`config.mk`:
```
export PLATFORM = sky130hd
export DESIGN_NAME = vga_scan_driver
export DESIGN_NICKNAME = d
export VERILOG_FILES = /design/src/rtl/vga_scan_driver_pkg.sv /design/src/rtl/vga_scan_driver_scan_counter.sv /design/src/rtl/vga_scan_driver.sv
export SDC_FILE = /design/constraint.sdc
export NUM_CORES = 1
export LEC_CHECK = 0
export ABC_AREA = 1
export CORE_MARGIN = 2
export CORE_UTILIZATION = 49
export CTS_CLUSTER_SIZE = 28
export DETAILED_ROUTE_END_ITERATION = 8
export PLACE_DENSITY = 0.8
export SETUP_SLACK_MARGIN = 0.4
export SYNTH_ARGS = -nofsm -noshare
export SYNTH_HDL_FRONTEND = slang
export SYNTH_SLANG_ARGS = --single-unit
export TNS_END_PERCENT = 100
```
`constraint.sdc`:
```
create_clock -name clk -period 1.9 [get_ports clk]
set_input_delay 0.19 -clock clk [delete_from_list [all_inputs] [get_ports clk]]
set_output_delay 0.19 -clock clk [all_outputs]
set_load 0.01 [all_outputs]
```
`src/rtl/vga_scan_driver_pkg.sv`:
```
// Shared timing constants, sync/blank bundle type and window helper for the VGA scan-out stage.
// The 640x480@60 raster defaults live here in place of the old constants.vh.
package vga_scan_driver_pkg;

  localparam int unsigned X_DISPLAY = 640;
  localparam int unsigned Y_DISPLAY = 480;
  localparam int unsigned H_FP      = 16;
  localparam int unsigned H_SYNC    = 96;
  localparam int unsigned H_BP      = 48;
  localparam int unsigned V_FP      = 10;
  localparam int unsigned V_SYNC    = 2;
  localparam int unsigned V_BP      = 33;

  localparam int unsigned CNT_W   = 10;
  localparam int unsigned CNT_MAX = 1 << CNT_W;

  typedef struct packed {
    logic hs;
    logic vs;
    logic de;
  } sync_t;

  localparam sync_t SYNC_IDLE = '{hs: 1'b1, vs: 1'b1, de: 1'b0};

  function automatic logic in_window(input int unsigned v, input int unsigned lo,
                                     input int unsigned len);
    return (v >= lo) && (v < lo + len);
  endfunction

endpackage

```
`src/rtl/vga_scan_driver_scan_counter.sv`:
```
// Tick-enabled wrap counter for one raster axis: raw active-low sync, next-count
// visibility and a wrap strobe that can enable the next axis.
module scan_counter
  import vga_scan_driver_pkg::*;
#(
  parameter int unsigned TOTAL      = 800,
  parameter int unsigned SYNC_START = 656,
  parameter int unsigned SYNC_LEN   = 96,
  parameter int unsigned VIS        = 640
) (
  input  logic             clk,
  input  logic             reset,
  input  logic             en,
  output logic [CNT_W-1:0] cnt,
  output logic             sync_n,
  output logic             vis_nxt,
  output logic             wrap
);

  logic             at_end;
  logic [CNT_W-1:0] cnt_nxt;

  // vis_nxt looks at the value being loaded so the owner can register visibility
  // in the same edge as the counts.
  always_comb begin
    at_end  = (32'(cnt) == TOTAL - 1);
    wrap    = en && at_end;
    cnt_nxt = cnt;
    if (en) begin
      cnt_nxt = at_end ? '0 : cnt + CNT_W'(1);
    end
    vis_nxt = (32'(cnt_nxt) < VIS);
    sync_n  = !in_window(32'(cnt), SYNC_START, SYNC_LEN);
  end

  always_ff @(posedge clk or negedge reset) begin
    if (!reset) begin
      cnt <= '0;
    end else begin
      cnt <= cnt_nxt;
    end
  end

endmodule

```
`src/rtl/vga_scan_driver.sv`:
```
// VGA scan-out: raster x/y generation for the pixel generator, sync/blank delay
// matched to the generator latency, and registered DAC pin drive.
module vga_scan_driver
  import vga_scan_driver_pkg::*;
#(
  parameter int unsigned H_VIS   = X_DISPLAY,
  parameter int unsigned H_FP    = vga_scan_driver_pkg::H_FP,
  parameter int unsigned H_SYNC  = vga_scan_driver_pkg::H_SYNC,
  parameter int unsigned H_BP    = vga_scan_driver_pkg::H_BP,
  parameter int unsigned V_VIS   = Y_DISPLAY,
  parameter int unsigned V_FP    = vga_scan_driver_pkg::V_FP,
  parameter int unsigned V_SYNC  = vga_scan_driver_pkg::V_SYNC,
  parameter int unsigned V_BP    = vga_scan_driver_pkg::V_BP,
  parameter int unsigned PIPE    = 1,
  parameter int unsigned CLK_DIV = 2
) (
  input  logic             clk,
  input  logic             reset,
  input  logic [11:0]      pixel_in,
  output logic [CNT_W-1:0] x,
  output logic [CNT_W-1:0] y,
  output logic             pix_tick,
  output logic             visible,
  output logic             frame_start,
  output logic             vga_hs,
  output logic             vga_vs,
  output logic [3:0]       vga_r,
  output logic [3:0]       vga_g,
  output logic [3:0]       vga_b
);

  localparam int unsigned H_TOTAL = H_VIS + H_FP + H_SYNC + H_BP;
  localparam int unsigned V_TOTAL = V_VIS + V_FP + V_SYNC + V_BP;
  localparam int unsigned DIV_W   = (CLK_DIV > 1) ? $clog2(CLK_DIV) : 1;

  if (H_TOTAL > CNT_MAX || V_TOTAL > CNT_MAX) begin : g_bad_total
    $error("vga_scan_driver: H_TOTAL/V_TOTAL exceed 10-bit counters");
  end
  if (PIPE > 4) begin : g_bad_pipe
    $error("vga_scan_driver: PIPE must be 0..4");
  end
  if (CLK_DIV < 1) begin : g_bad_div
    $error("vga_scan_driver: CLK_DIV must be >= 1");
  end

  localparam logic [DIV_W-1:0] DIV_LAST = DIV_W'(CLK_DIV - 1);

  logic [DIV_W-1:0] div_q;
  logic [DIV_W-1:0] div_nxt;
  logic             tick_q;

  // The tick is registered from the next divider value so it is low in reset
  // even when CLK_DIV=1.
  always_comb begin
    div_nxt = (div_q == DIV_LAST) ? '0 : div_q + DIV_W'(1);
  end

  always_ff @(posedge clk or negedge reset) begin
    if (!reset) begin
      div_q  <= '0;
      tick_q <= 1'b0;
    end else begin
      div_q  <= div_nxt;
      tick_q <= (div_nxt == DIV_LAST);
    end
  end

  assign pix_tick = tick_q;

  logic hs_raw, vs_raw;
  logic h_vis_nxt, v_vis_nxt;
  logic h_wrap, v_wrap;

  scan_counter #(
    .TOTAL      (H_TOTAL),
    .SYNC_START (H_VIS + H_FP),
    .SYNC_LEN   (H_SYNC),
    .VIS        (H_VIS)
  ) u_h (
    .clk     (clk),
    .reset   (reset),
    .en      (tick_q),
    .cnt     (x),
    .sync_n  (hs_raw),
    .vis_nxt (h_vis_nxt),
    .wrap    (h_wrap)
  );

  scan_counter #(
    .TOTAL      (V_TOTAL),
    .SYNC_START (V_VIS + V_FP),
    .SYNC_LEN   (V_SYNC),
    .VIS        (V_VIS)
  ) u_v (
    .clk     (clk),
    .reset   (reset),
    .en      (h_wrap),
    .cnt     (y),
    .sync_n  (vs_raw),
    .vis_nxt (v_vis_nxt),
    .wrap    (v_wrap)
  );

  // v_wrap already implies the tick and the H wrap, so it marks the edge loading 0,0.
  assign frame_start = v_wrap;

  always_ff @(posedge clk or negedge reset) begin
    if (!reset) begin
      visible <= 1'b0;
    end else if (tick_q) begin
      visible <= h_vis_nxt && v_vis_nxt;
    end
  end

  sync_t raw;
  sync_t dly;

  assign raw = '{hs: hs_raw, vs: vs_raw, de: visible};

  if (PIPE == 0) begin : g_no_dly
    assign dly = raw;
  end else begin : g_dly
    sync_t stage [PIPE];

    always_ff @(posedge clk or negedge reset) begin
      if (!reset) begin
        for (int unsigned i = 0; i < PIPE; i++) begin
          stage[i] <= SYNC_IDLE;
        end
      end else if (tick_q) begin
        stage[0] <= raw;
        for (int unsigned i = 1; i < PIPE; i++) begin
          stage[i] <= stage[i-1];
        end
      end
    end

    assign dly = stage[PIPE-1];
  end

  always_ff @(posedge clk or negedge reset) begin
    if (!reset) begin
      vga_hs <= 1'b1;
      vga_vs <= 1'b1;
      vga_r  <= '0;
      vga_g  <= '0;
      vga_b  <= '0;
    end else if (tick_q) begin
      vga_hs <= dly.hs;
      vga_vs <= dly.vs;
      if (dly.de) begin
        {vga_r, vga_g, vga_b} <= pixel_in;
      end else begin
        {vga_r, vga_g, vga_b} <= '0;
      end
    end
  end

endmodule
```
==> results.toml <==
[worst_setup_path]
critical-path-top-delay-family = "simple AND/OR/NAND/NOR gates"
path_buf_inv = 1
critPathKind = "reg2reg"
reg2reg_slack_ps = 240
max_stage_delay_ps = 380
crit_fanout = 6
cpMaxStageDelayCell = "dfrtp_1"
cp-start-kind = "flip-flop"
crit_top_cell = "nand2_1"
crit_path_cell_trace = "buf_4 -> nand2_1 -> nor2_1 -> nand2_1 -> xor2_1 -> nand2_1 -> nand2_2 -> nor2_2 -> nand2_1 -> nand2_1 -> nand2_1"
arrival_ps = 1870
critical_path_required_ps = 2100
end_kind = "flip-flop"

[sta]
worst_slack_ps = 235
hold_viol = 0
min_period_ps = 1660
max_slew_margin = 0.651
rsz0062_at_grt = "true"
setup_viol = 0
min_period_over_period = 0.876
drv_slew = 0
fmax_ghz = 0.601
clock_skew_ps = 6.42
fin_setup_tns_ps = 0
worst_slew_pin_slew_ps = 523

[synthesis]
synthXorXnorAreaFrac = 0.0125
synthMuxAreaShare = 0
yosysUniqueCellTypes = 31
synth_area_um2 = 2100
synth_nets = 289
synthAdderAreaFrac = 0.0298
yosys_warnings = 0
synth_top_family_by_area = "simple AND/OR/NAND/NOR gates"
syn-mean-instance-area_um2 = 7.77
synth_compound_area_frac = 0.0561
synth-seq-cells = 39
synth-simple-area-share = 0.348
ys_seq_area_frac = 0.468
synth_cells = 270

[global_route]
overflow = 0
grt_pass1_wl_um = 9570
grt.total_usage = 0.251
grt_start_max_net_pins = 23
grt_pass1_vias = 2036
antenna_found_initial = 0

[pwr]
p_clk_frac = 0.468
power.density_nw_per_um2 = 537
power.share.sequential = 0.480
switchingPower_mw = 0.349
p_comb_frac = 0.052
intPower_mw = 1.42
p_leak_nw = 1.67
p_sw_frac = 0.197
ir_worst_vdd_v = 0.000553

[finish]
diodes = 0
final_common_cell = "nand2_1"
layout.cells.non_filler = 417
nNetsFinal = 385
drive_gt1_frac = 0.281
layout_common_cells = "nand2_1, buf_4, inv_1, dfrtp_1, clkdlybuf4s50_1"
n_fill_cell = 266
areaGrowthSynthToFinish_pct = 57.4

[placed_design]
dp.cells = 384
gp_congestion = 0.866
io_buffers = 50
pre_cts_slack_ps = 147
dpl.hpwl_um = 3800

[floorplan]
rows = 23
coreArea_um2 = 4060
start_util = 0.517
die_w_um = 69.4
ios = 51
die_area_um2 = 4820
fp.dieH_um = 69.4

[clock_network]
cts-root-buf = "clkbuf_8"
cts.reportedPaths.clkPinSlew_ps = 80
clkLatencyLatePin_ps = 300
cts_made_buffers = 5
cts_max_path_buffers = 2
htreeDepth = 2
cts_num_sinks = 39
cts_tree = "done"

[min_path]
hold_class = "in2async"

[flow_run]
cap_violations = 0

[routing]
drt-pass1-iter-count = 4
vias = 2269
routed_wl_um = 6400
dr.first_iter.drc_count = 313
via_per_inst = 5.44
drc_errors = 0
wire_per_inst_um = 15.4
ant_nets = 0

[outcome]
status = "finished clean"
Yosys cell counts:
cell	count	area [um2]
nand3_4	1	17.5
a221oi_2	1	15.0
a31oi_1	3	18.8
nand3_2	1	10.0
nor2_4	3	33.8
o21ai_0	5	25.0
xor2_1	3	26.3
buf_4	1	7.51
nand3_1	28	140
buf_6	1	11.3
ha_1	5	62.6
clkinv_1	1	3.75
buf_1	1	3.75
nand4_1	10	62.6
o21ai_2	1	8.76
nand2_1	86	323
nand2_2	2	12.5
a21oi_1	2	10.0
nor3b_1	2	15.0
a211oi_1	1	7.51
o32ai_1	2	17.5
o21bai_1	1	7.51
nor2_2	2	12.5
clkbuf_1	3	11.3
dfstp_2	4	105
inv_1	37	139
nor3_1	4	20.0
nor2_1	22	82.6
o21a_1	1	7.51
dfrtp_1	35	876
buf_2	1	5.00
cell families (layout without fill, tap and decap cells):
group	count (synthesis)	count (layout)
AND/OR/NAND/NOR	161	161
buffers and inverters	45	142
flip-flops	39	39
AO/OA/AOI/OAI	17	17
adder cells (fa/ha/maj)	5	5
XOR/XNOR	3	3
power by group through the flow:
| stage | registers (mW) | logic (mW) | clock network (mW) |
|---|---|---|---|
| 5_1_grt | 0.852 | 0.103 | 0.867 |
| 2_1_floorplan | 0.872 | 0.0113 | 0 |
| 3_3_place_gp | 0.866 | 0.0911 | 0 |
| 6_report | 0.851 | 0.0927 | 0.829 |
| 4_1_cts | 0.851 | 0.0948 | 0.830 |
| 3_5_place_dp | 0.866 | 0.0933 | 0 |
repair_timing:
item                                   in CTS  in global routing
pin swaps                                  16                 15
setup endpoints to repair                  25                 19
endpoints found under the hold margin      19                  0
setup buffers                              11                 12
hold buffers                                1                  0
gates cloned                                1                  0
gates resized for setup                    49                 25
layer usage:
layer | GRT usage | wire length [um]
met3 | 0.0712 | 491
met5 | 0 | 0
met2 | 0.411 | 3100
met1 | 0.313 | 2560
met4 | 0.0980 | 248
sequential cells by signal (all words and copies together) (netlist names):
signal	cells
u_h.cnt	10
u_v.cnt	10
vga_b	4
vga_g	4
vga_r	4
dly	3
pix_tick	1
vga_hs	1
vga_vs	1
visible	1
path summary, 6_finish.rpt:
check	from	endpoint	cells after the start
worst min-delay path	reset	u_v.cnt[4]	2
max in group asynchronous	reset	vga_vs	3
worst max-delay path	u_v.cnt[4]	visible	11
worst max register to register	u_v.cnt[4]	visible	11
worst min register to register	vga_vs	vga_vs	2
min in group clk	pixel_in[2]	vga_b[2]	3
final cells by class:
class / instances / area, um2 / share of cell area
multi-input cells: 186 / 1070 / 0.325
flip-flops and latches: 39 / 987 / 0.299
repair buffers: 96 / 901 / 0.273
inverters: 38 / 148 / 0.0447
clock buffers: 6 / 72.6 / 0.0220
well taps: 50 / 62.6 / 0.0189
clock inverters: 2 / 60.1 / 0.0182
per-stage QoR:
stage                      util  power (mW)  instance area (um2)  hold slack [ps]
after global routing      0.814        1.82                 3300              455
after global placement    0.689       0.957                 2800              189
after floorplan               -       0.883                 2110             -106
after detailed placement  0.689       0.959                 2800              193
after CTS                 0.772        1.78                 3130              410
final                     0.814        1.77                 3300              386
No activity file was read; power rests on OpenSTA's default activity.
